**src/rtl/alu_pkg.sv**
```systemverilog
// ---------------------------------------------------------------------------
// alu_pkg
// Shared definitions for the ALU issue controller:
//   - 4-bit ALUControl codes understood by the downstream combinational ALU
//   - MIPS opcode / funct field values that the decoder recognises
//   - issue FSM state type
//   - legal range for the ALUResult settle delay and its check function
// ---------------------------------------------------------------------------
package alu_pkg;

    // ALUControl codes
    localparam logic [3:0] ALU_AND  = 4'd0;
    localparam logic [3:0] ALU_OR   = 4'd1;
    localparam logic [3:0] ALU_ADD  = 4'd2;
    localparam logic [3:0] ALU_SUB  = 4'd3;
    localparam logic [3:0] ALU_SLT  = 4'd4;
    localparam logic [3:0] ALU_NOR  = 4'd5;
    localparam logic [3:0] ALU_SLL  = 4'd8;
    localparam logic [3:0] ALU_SRL  = 4'd11;   // B[5]=1 turns this into rotr
    localparam logic [3:0] ALU_XOR  = 4'd12;
    localparam logic [3:0] ALU_SLTU = 4'd13;
    localparam logic [3:0] ALU_SRA  = 4'd15;

    // Opcodes
    localparam logic [5:0] OP_RTYPE = 6'h00;
    localparam logic [5:0] OP_BEQ   = 6'h04;
    localparam logic [5:0] OP_BNE   = 6'h05;
    localparam logic [5:0] OP_ADDI  = 6'h08;
    localparam logic [5:0] OP_ADDIU = 6'h09;
    localparam logic [5:0] OP_SLTI  = 6'h0A;
    localparam logic [5:0] OP_SLTIU = 6'h0B;
    localparam logic [5:0] OP_ANDI  = 6'h0C;
    localparam logic [5:0] OP_ORI   = 6'h0D;
    localparam logic [5:0] OP_XORI  = 6'h0E;
    localparam logic [5:0] OP_LUI   = 6'h0F;

    // R-type funct values
    localparam logic [5:0] FN_SLL   = 6'h00;
    localparam logic [5:0] FN_SRL   = 6'h02;
    localparam logic [5:0] FN_SRA   = 6'h03;
    localparam logic [5:0] FN_SLLV  = 6'h04;
    localparam logic [5:0] FN_ADD   = 6'h20;
    localparam logic [5:0] FN_ADDU  = 6'h21;
    localparam logic [5:0] FN_SUB   = 6'h22;
    localparam logic [5:0] FN_SUBU  = 6'h23;
    localparam logic [5:0] FN_AND   = 6'h24;
    localparam logic [5:0] FN_OR    = 6'h25;
    localparam logic [5:0] FN_XOR   = 6'h26;
    localparam logic [5:0] FN_NOR   = 6'h27;
    localparam logic [5:0] FN_SLT   = 6'h2A;
    localparam logic [5:0] FN_SLTU  = 6'h2B;

    // Settle delay range (fits the 4-bit down-counter)
    localparam int unsigned CAPTURE_DELAY_MIN = 32'd1;
    localparam int unsigned CAPTURE_DELAY_MAX = 32'd15;

    typedef enum logic [1:0] {
        ST_IDLE = 2'd0,
        ST_WAIT = 2'd1,
        ST_RESP = 2'd2
    } issue_state_t;

    function automatic logic capture_delay_ok(input int unsigned delay);
        return (delay >= CAPTURE_DELAY_MIN) && (delay <= CAPTURE_DELAY_MAX);
    endfunction

endpackage

```
**src/rtl/alu_issue_ctrl_if.sv**
```systemverilog
// ---------------------------------------------------------------------------
// alu_issue_ctrl_if
// Request / response handshake between the ID/EX control path (master) and
// the ALU issue controller (slave).
//   Request : ReqValid, ReqReady, Instr, RsData, RtData
//   Response: RespValid, RespReady, Result, BranchTaken, Illegal
// ---------------------------------------------------------------------------
interface alu_issue_ctrl_if;
    logic        ReqValid;
    logic        ReqReady;
    logic [31:0] Instr;
    logic [31:0] RsData;
    logic [31:0] RtData;
    logic        RespValid;
    logic        RespReady;
    logic [31:0] Result;
    logic        BranchTaken;
    logic        Illegal;

    modport master (
        output ReqValid, Instr, RsData, RtData, RespReady,
        input  ReqReady, RespValid, Result, BranchTaken, Illegal
    );

    modport slave (
        input  ReqValid, Instr, RsData, RtData, RespReady,
        output ReqReady, RespValid, Result, BranchTaken, Illegal
    );
endinterface

```
**src/rtl/alu_decode.sv**
```systemverilog
// ---------------------------------------------------------------------------
// alu_decode
// Purely combinational MIPS decode into ALU control code and operands.
// Ports:
//   Instr, RsData, RtData -> instruction word and register operands
//   ALUControl, A, B      -> ALU code and operands for this instruction
//   is_branch, is_bne     -> beq/bne classification for the branch decision
//   illegal               -> opcode/funct not handled by this ALU path
// ---------------------------------------------------------------------------
module alu_decode
    import alu_pkg::*;
(
    input  logic [31:0] Instr,
    input  logic [31:0] RsData,
    input  logic [31:0] RtData,
    output logic [3:0]  ALUControl,
    output logic [31:0] A,
    output logic [31:0] B,
    output logic        is_branch,
    output logic        is_bne,
    output logic        illegal
);

    logic [5:0]  opcode_s;
    logic [5:0]  funct_s;
    logic [4:0]  shamt_s;
    logic [15:0] imm_s;
    logic [31:0] simm_s;
    logic [31:0] zimm_s;
    logic        unused_fields_s;

    assign opcode_s = Instr[31:26];
    assign funct_s  = Instr[5:0];
    assign shamt_s  = Instr[10:6];
    assign imm_s    = Instr[15:0];
    assign simm_s   = {{16{imm_s[15]}}, imm_s};
    assign zimm_s   = {16'd0, imm_s};

    // Register-number fields are resolved upstream; only folded here.
    assign unused_fields_s = ^{Instr[25:22], Instr[20:16]};

    // Opcode/funct to ALU code and operand selection
    always_comb begin
        ALUControl = ALU_AND;
        A          = 32'd0;
        B          = 32'd0;
        is_branch  = 1'b0;
        is_bne     = 1'b0;
        illegal    = 1'b0;
        case (opcode_s)
            OP_RTYPE: begin
                case (funct_s)
                    FN_SLL: begin
                        ALUControl = ALU_SLL;
                        A          = RtData;
                        B          = {27'd0, shamt_s};
                    end
                    FN_SRL: begin
                        // Instr[21] lands on B[5], which the ALU reads as rotate.
                        ALUControl = ALU_SRL;
                        A          = RtData;
                        B          = {26'd0, Instr[21], shamt_s};
                    end
                    FN_SRA: begin
                        ALUControl = ALU_SRA;
                        A          = RtData;
                        B          = {27'd0, shamt_s};
                    end
                    FN_SLLV: begin
                        ALUControl = ALU_SLL;
                        A          = RtData;
                        B          = RsData;
                    end
                    FN_ADD, FN_ADDU: begin
                        ALUControl = ALU_ADD;
                        A          = RsData;
                        B          = RtData;
                    end
                    FN_SUB, FN_SUBU: begin
                        ALUControl = ALU_SUB;
                        A          = RsData;
                        B          = RtData;
                    end
                    FN_AND: begin
                        ALUControl = ALU_AND;
                        A          = RsData;
                        B          = RtData;
                    end
                    FN_OR: begin
                        ALUControl = ALU_OR;
                        A          = RsData;
                        B          = RtData;
                    end
                    FN_XOR: begin
                        ALUControl = ALU_XOR;
                        A          = RsData;
                        B          = RtData;
                    end
                    FN_NOR: begin
                        ALUControl = ALU_NOR;
                        A          = RsData;
                        B          = RtData;
                    end
                    FN_SLT: begin
                        ALUControl = ALU_SLT;
                        A          = RsData;
                        B          = RtData;
                    end
                    FN_SLTU: begin
                        ALUControl = ALU_SLTU;
                        A          = RsData;
                        B          = RtData;
                    end
                    default: begin
                        illegal = 1'b1;
                    end
                endcase
            end
            OP_ADDI, OP_ADDIU: begin
                ALUControl = ALU_ADD;
                A          = RsData;
                B          = simm_s;
            end
            OP_SLTI: begin
                ALUControl = ALU_SLT;
                A          = RsData;
                B          = simm_s;
            end
            OP_SLTIU: begin
                // Unsigned compare against the sign-extended immediate.
                ALUControl = ALU_SLTU;
                A          = RsData;
                B          = simm_s;
            end
            OP_ANDI: begin
                ALUControl = ALU_AND;
                A          = RsData;
                B          = zimm_s;
            end
            OP_ORI: begin
                ALUControl = ALU_OR;
                A          = RsData;
                B          = zimm_s;
            end
            OP_XORI: begin
                ALUControl = ALU_XOR;
                A          = RsData;
                B          = zimm_s;
            end
            OP_LUI: begin
                // lui is carried out by the ALU as imm << 16.
                ALUControl = ALU_SLL;
                A          = zimm_s;
                B          = 32'd16;
            end
            OP_BEQ: begin
                ALUControl = ALU_SUB;
                A          = RsData;
                B          = RtData;
                is_branch  = 1'b1;
            end
            OP_BNE: begin
                ALUControl = ALU_SUB;
                A          = RsData;
                B          = RtData;
                is_branch  = 1'b1;
                is_bne     = 1'b1;
            end
            default: begin
                illegal = 1'b1;
            end
        endcase
    end

endmodule

```
**src/rtl/alu_issue_ctrl.sv**
```systemverilog
// ---------------------------------------------------------------------------
// alu_issue_ctrl
// Initiator side of the 32-bit ALU interface. Accepts one decoded request,
// drives ALUControl/A/B from registers, waits CAPTURE_DELAY cycles for the
// combinational ALU to settle, captures ALUResult/Zero and returns the result
// and branch decision over a valid/ready response.
// Ports:
//   Clk, Rst       -> clock, synchronous active-high reset
//   bus (slave)    -> request/response handshake (see alu_issue_ctrl_if)
//   ALUControl,A,B -> registered ALU inputs, change only on a legal accept
//   ALUResult,Zero -> combinational ALU outputs, sampled at end of settle
// ---------------------------------------------------------------------------
module alu_issue_ctrl
    import alu_pkg::*;
#(
    parameter int unsigned CAPTURE_DELAY = 32'd1
)
(
    input  logic              Clk,
    input  logic              Rst,
    alu_issue_ctrl_if.slave   bus,
    output logic [3:0]        ALUControl,
    output logic [31:0]       A,
    output logic [31:0]       B,
    input  logic [31:0]       ALUResult,
    input  logic              Zero
);

    localparam logic [3:0] DELAY_CNT = 4'(CAPTURE_DELAY);

    if (!capture_delay_ok(CAPTURE_DELAY)) begin : g_bad_capture_delay
        $error("alu_issue_ctrl: CAPTURE_DELAY must be within 1..15");
    end

    logic [3:0]   dec_control_s;
    logic [31:0]  dec_a_s;
    logic [31:0]  dec_b_s;
    logic         dec_is_branch_s;
    logic         dec_is_bne_s;
    logic         dec_illegal_s;

    issue_state_t state_r;
    logic [3:0]   count_r;
    logic [3:0]   alu_control_r;
    logic [31:0]  a_r;
    logic [31:0]  b_r;
    logic         is_branch_r;
    logic         is_bne_r;
    logic [31:0]  result_r;
    logic         branch_taken_r;
    logic         illegal_r;
    logic         resp_valid_r;
    logic         req_ready_r;

    alu_decode u_decode (
        .Instr      (bus.Instr),
        .RsData     (bus.RsData),
        .RtData     (bus.RtData),
        .ALUControl (dec_control_s),
        .A          (dec_a_s),
        .B          (dec_b_s),
        .is_branch  (dec_is_branch_s),
        .is_bne     (dec_is_bne_s),
        .illegal    (dec_illegal_s)
    );

    // Issue FSM: accept, settle count, capture, hold response until taken
    always_ff @(posedge Clk) begin
        if (Rst) begin
            state_r        <= ST_IDLE;
            count_r        <= 4'd0;
            alu_control_r  <= 4'd0;
            a_r            <= 32'd0;
            b_r            <= 32'd0;
            is_branch_r    <= 1'b0;
            is_bne_r       <= 1'b0;
            result_r       <= 32'd0;
            branch_taken_r <= 1'b0;
            illegal_r      <= 1'b0;
            resp_valid_r   <= 1'b0;
            req_ready_r    <= 1'b0;
        end else begin
            case (state_r)
                ST_IDLE: begin
                    req_ready_r <= 1'b1;
                    if (bus.ReqValid && req_ready_r) begin
                        req_ready_r <= 1'b0;
                        if (dec_illegal_s) begin
                            // ALU inputs stay untouched so nothing downstream toggles.
                            illegal_r      <= 1'b1;
                            result_r       <= 32'd0;
                            branch_taken_r <= 1'b0;
                            resp_valid_r   <= 1'b1;
                            state_r        <= ST_RESP;
                        end else begin
                            alu_control_r <= dec_control_s;
                            a_r           <= dec_a_s;
                            b_r           <= dec_b_s;
                            is_branch_r   <= dec_is_branch_s;
                            is_bne_r      <= dec_is_bne_s;
                            illegal_r     <= 1'b0;
                            count_r       <= DELAY_CNT;
                            state_r       <= ST_WAIT;
                        end
                    end else begin
                        state_r <= ST_IDLE;
                    end
                end
                ST_WAIT: begin
                    count_r <= count_r - 4'd1;
                    if (count_r == 4'd1) begin
                        result_r       <= ALUResult;
                        // beq takes on Zero, bne on !Zero; others never take.
                        branch_taken_r <= is_branch_r & (Zero ^ is_bne_r);
                        resp_valid_r   <= 1'b1;
                        state_r        <= ST_RESP;
                    end else begin
                        state_r <= ST_WAIT;
                    end
                end
                ST_RESP: begin
                    if (bus.RespReady) begin
                        resp_valid_r <= 1'b0;
                        req_ready_r  <= 1'b1;
                        state_r      <= ST_IDLE;
                    end else begin
                        state_r <= ST_RESP;
                    end
                end
                default: begin
                    resp_valid_r <= 1'b0;
                    req_ready_r  <= 1'b0;
                    state_r      <= ST_IDLE;
                end
            endcase
        end
    end

    assign ALUControl      = alu_control_r;
    assign A               = a_r;
    assign B               = b_r;
    assign bus.ReqReady    = req_ready_r;
    assign bus.RespValid   = resp_valid_r;
    assign bus.Result      = result_r;
    assign bus.BranchTaken = branch_taken_r;
    assign bus.Illegal     = illegal_r;

endmodule

```
**src/flat_wrapper.sv**
```systemverilog
// flat-port wrapper written by rule: the top's interface ports become plain ports
module alu_issue_ctrl_flat import alu_pkg::*;
#(
    parameter int unsigned CAPTURE_DELAY = 32'd1
)
  (Clk, Rst, ALUControl, A, B, ALUResult, Zero, bus_ReqValid, bus_Instr, bus_RsData, bus_RtData, bus_RespReady, bus_ReqReady, bus_RespValid, bus_Result, bus_BranchTaken, bus_Illegal);
  alu_issue_ctrl_if bus_i ();
  input  logic Clk;
  input  logic Rst;
  output logic [3:0] ALUControl;
  output logic [31:0] A;
  output logic [31:0] B;
  input  logic [31:0] ALUResult;
  input  logic Zero;
  input wire logic [$bits(bus_i.ReqValid)-1:0] bus_ReqValid;
  input wire logic [$bits(bus_i.Instr)-1:0] bus_Instr;
  input wire logic [$bits(bus_i.RsData)-1:0] bus_RsData;
  input wire logic [$bits(bus_i.RtData)-1:0] bus_RtData;
  input wire logic [$bits(bus_i.RespReady)-1:0] bus_RespReady;
  output wire logic [$bits(bus_i.ReqReady)-1:0] bus_ReqReady;
  output wire logic [$bits(bus_i.RespValid)-1:0] bus_RespValid;
  output wire logic [$bits(bus_i.Result)-1:0] bus_Result;
  output wire logic [$bits(bus_i.BranchTaken)-1:0] bus_BranchTaken;
  output wire logic [$bits(bus_i.Illegal)-1:0] bus_Illegal;
  assign bus_i.ReqValid = bus_ReqValid;
  assign bus_i.Instr = bus_Instr;
  assign bus_i.RsData = bus_RsData;
  assign bus_i.RtData = bus_RtData;
  assign bus_i.RespReady = bus_RespReady;
  assign bus_ReqReady = bus_i.ReqReady;
  assign bus_RespValid = bus_i.RespValid;
  assign bus_Result = bus_i.Result;
  assign bus_BranchTaken = bus_i.BranchTaken;
  assign bus_Illegal = bus_i.Illegal;
  alu_issue_ctrl #(.CAPTURE_DELAY(CAPTURE_DELAY)) u_core (.Clk(Clk), .Rst(Rst), .bus(bus_i), .ALUControl(ALUControl), .A(A), .B(B), .ALUResult(ALUResult), .Zero(Zero));
endmodule
```
**config.mk**
```make
export PLATFORM = sky130hd
export DESIGN_NAME = alu_issue_ctrl_flat
export DESIGN_NICKNAME = d
export VERILOG_FILES = /design/src/rtl/alu_pkg.sv /design/src/rtl/alu_issue_ctrl_if.sv /design/src/rtl/alu_decode.sv /design/src/rtl/alu_issue_ctrl.sv /design/src/flat_wrapper.sv
export SDC_FILE = /design/constraint.sdc
export NUM_CORES = 1
export LEC_CHECK = 0
export CAP_MARGIN = 30
export CELL_PAD_IN_SITES_DETAIL_PLACEMENT = 0
export CELL_PAD_IN_SITES_GLOBAL_PLACEMENT = 1
export CORE_MARGIN = 2
export CORE_UTILIZATION = 32
export CTS_CLUSTER_SIZE = 28
export DETAILED_ROUTE_END_ITERATION = 6
export MAX_ROUTING_LAYER = met4
export PLACE_DENSITY = 0.85
export SKIP_LAST_GASP = 1
export SLEW_MARGIN = 20
export SYNTH_ARGS = -nofsm -noshare
export SYNTH_HDL_FRONTEND = slang
export SYNTH_HIERARCHICAL = 1
export SYNTH_SLANG_ARGS = --single-unit
```
**constraint.sdc**
```tcl
create_clock -name Clk -period 4.14 [get_ports Clk]
set_clock_uncertainty 0.05 [all_clocks]
set_input_delay 0.828 -clock Clk [delete_from_list [all_inputs] [get_ports Clk]]
set_output_delay 0.828 -clock Clk [all_outputs]
set_load 0.03 [all_outputs]
```
==> out/metrics.csv <==
metric;value;unit
final WL;21750;um
DR WL/cell;18.76;um
setup_tns;0;ps
CTS Sinks;112;
ANT nets after route;0;
CTS Hold Buffers Added;0;
Reg2Reg Capture Point;u_core/state_r[0]$_SDFF_PP0_;
RSZ-0062 raised after global routing;no;
global-route wire length before repair;33510;um
crit end category;register;
Crit Reg-Reg Startpoint;u_core/state_r[0]$_SDFF_PP0_;
worst path cell trace;clkdlybuf4s50_1 -> or3_1 -> or4_1 -> a21o_1 -> a21boi_4 -> and2b_1 -> o221ai_4 -> buf_4 -> mux2i_1;
Core Box Area;18770;um2
critical path's largest stage delay;560;ps
max-cap violations;0;
clock slew at reported path FFs;80;ps
clk buf depth;2;
maximum clock frequency;0.2922;GHz
ANT cells;0;
Final min period;3422;ps
xor/xnor share of the synthesized area;0.002858;
yosys warns;6;
EDFF count, synth;0;
IR drop worst, VDD;0.1849;mV
FF-to-FF setup slack;2080;ps
total setup buffers inserted after CTS;0;
Filler Cell Count;1853;
fin area;8865;um2
total die area;20280;um2
top-level port count;237;
synth unique cells;65;
Worst path top cell family by delay;simple AND/OR/NAND/NOR gates;
Synth Instances;733;
final net count;1055;
Initial Util;0.3266;
CTS tree;done;
HP Start;u_core/bus.Illegal$_SDFFE_PP0P_;
combinational family with the most area after synthesis;compound AO/OA/AOI/OAI gates;
crit path buf inv count;2;
Leak;0.003079;uW
R2R cell count;4;
number of cell rows;50;
compound-cell area share of the yosys netlist;0.2976;
fraction of layout cells with a size suffix above 1;0.06595;
Vias;6401;
Worst-Margin Slew;802.6;ps
Post-Syn Area;6130;um2
CP Launch Type;input pin;
final setup fails;0;
vias in the first global route;6068;
die width;142.4;um
commonest non-fill, non-tap cells in the layout;226 x clkdlybuf4s50_1, 112 x dfxtp_1, 89 x o21ai_0;
routability cong.;0.8923;
Cells on Worst Hold Path;2;
All-Layer GR Usage;0.2148;
CP max FO;19;
final worst-path cycle share;0.8266;
post-place instance area;8563;um2
HPWL Detailed;14620;um
initial drt markers;441;
Post-Synth Adder-Cell Area;0.004082;
crit path kind;in2reg;
post-synthesis sequential area ratio;0.3658;
PortBufs;227;
max_slew headroom;0.4617;
status;completed;
H-tree depth;3;
first-pass detailed-route iteration total;5;
die height;142.4;um
HP Class;reg2reg;
asr flop ratio synth;0;
initial antenna violation count;0;
Syn Nets;868;
Slowest-stage cell, CP;clkdlybuf4s50_1;
CTS-repair resized insts;0;
#FFs+latches synth;112;
CTS root buf;clkbuf_16;
GRT Residual Overflow;0;
Primary FF master, synth;dfxtp_1;
clk_lat worst skew;350;ps
hold endpoint;u_core/bus.Illegal$_SDFFE_PP0P_;
commonest non-fill, non-tap cell in the layout;clkdlybuf4s50_1;
TritonCTS buffer count;9;
PD cells;273.1;nW/um2
Simple-Gate Fraction of Synth Area;0.2011;
Area Overhead vs Synth;44.62;%
Max Transition Viols Final;0;
Worst Path Arrival;3650;ps
endpoints failing hold;0;
instance count on the critical path;9;
Avg Cell Area, Syn;8.362;um2
via/cell ratio;5.523;
DR DRC count;0;
Data required, critical path;4360;ps
maximum number of pins on one net before global-route repair;75;
post-synthesis mux area share;0.05552;
## layer usage
layer / part of all wire / track usage / wire [um] / vias up
met4: 0.015 / 0.06305 / 334 / 0
met1: 0.45 / 0.2783 / 9802 / 3042
li1: - / - / - / 3094
met3: 0.070 / 0.04240 / 1512 / 23
met2: 0.46 / 0.3410 / 10100 / 242
met5: 0 / - / 0 / -
## synthesized netlist by cell type (all sizes together), types with 3 or more instances
| cell type | count | share of area |
|---|---|---|
| nor2b | 6 | 0.0061 |
| nand3b | 3 | 0.0037 |
| a221o | 34 | 0.056 |
| mux2i | 34 | 0.056 |
| a222oi | 4 | 0.0065 |
| o21ai | 93 | 0.076 |
| nor4 | 5 | 0.0071 |
| a22o | 18 | 0.026 |
| nor2 | 9 | 0.0067 |
| and2 | 17 | 0.017 |
| clkbuf | 48 | 0.030 |
| nand2 | 40 | 0.024 |
| a2111oi | 3 | 0.0043 |
| a21oi | 79 | 0.065 |
| a22oi | 25 | 0.031 |
| buf | 32 | 0.038 |
| nor3b | 3 | 0.0055 |
| dfxtp | 112 | 0.37 |
| nand3 | 73 | 0.060 |
| nand2b | 39 | 0.040 |
| inv | 8 | 0.0049 |
| a21o | 3 | 0.0037 |
## worst max-delay path by stage
stage                              from                                  to  slack [ps]
final                     bus_Instr[31]  u_core/bus.Result[16]$_SDFFE_PP0P_         720
after global routing      bus_Instr[30]  u_core/bus.Result[18]$_SDFFE_PP0P_         570
after CTS                 bus_Instr[31]  u_core/bus.Result[15]$_SDFFE_PP0P_         760
after detailed placement  bus_Instr[31]  u_core/bus.Result[15]$_SDFFE_PP0P_         390
after global placement    bus_Instr[31]  u_core/bus.Result[15]$_SDFFE_PP0P_         390
after floorplan           bus_Instr[27]  u_core/bus.Result[10]$_SDFFE_PP0P_         910
## per-stage QoR
step           hold slack, ps  cells  worst slack [ps]  total power [uW]  utilization
4_1_cts                 411.3   1159             759.4              2460       0.4723
3_5_place_dp            399.6   1143             385.5              1533       0.4563
2_1_floorplan           393.1    733             912.5              1326            -
3_3_place_gp            397.3   1142             387.6              1529       0.4552
6_report                411.4   1159             718.0              2421       0.4723
5_1_grt                 443.7   1159             572.1              2539       0.4723
## worst min-delay path: cells and delay by family (launching register included)
family             cells  cell delay (ps)
AOI/OAI and AO/OA      1               50
DFF                    1              320
and+or+nand+nor        1               50
## logic make-up after synthesis
kind of cell | Yosys count
AO/OA/AOI/OAI | 279
XOR/XNOR | 2
adder cells (fa/ha/maj) | 2
buffers and inverters | 88
flip-flops | 112
multiplexers | 34
AND/OR/NAND/NOR | 216
## final cells by class
cell class / instances / area, um2 / share of cell area
multi-input cells: 533 / 3498 / 0.3946
repair buffers: 256 / 2500 / 0.2820
flip-flops and latches: 112 / 2242 / 0.2529
well taps: 234 / 292.8 / 0.03303
clock buffers: 10 / 229.0 / 0.02583
clock inverters: 6 / 72.57 / 0.008186
inverters: 8 / 30.03 / 0.003387
## where the power goes
part	switching (uW)	leakage [uW]	internal [uW]
Clock	431	0.000150	481
Sequential	12.7	0.000903	1080
Combinational	214	0.00203	197
## state kept, by name (all words and copies together) (netlist names)
register / count
u_core/A: 32
u_core/B: 32
u_core/bus.Result: 32
u_core/ALUControl: 4
u_core/count_r: 4
u_core/state_r: 2
u_core/bus.BranchTaken: 1
u_core/bus.Illegal: 1
u_core/bus.ReqReady: 1
u_core/bus.RespValid: 1
u_core/is_bne_r: 1
u_core/is_branch_r: 1
No activity file was read; power rests on OpenSTA's default activity.
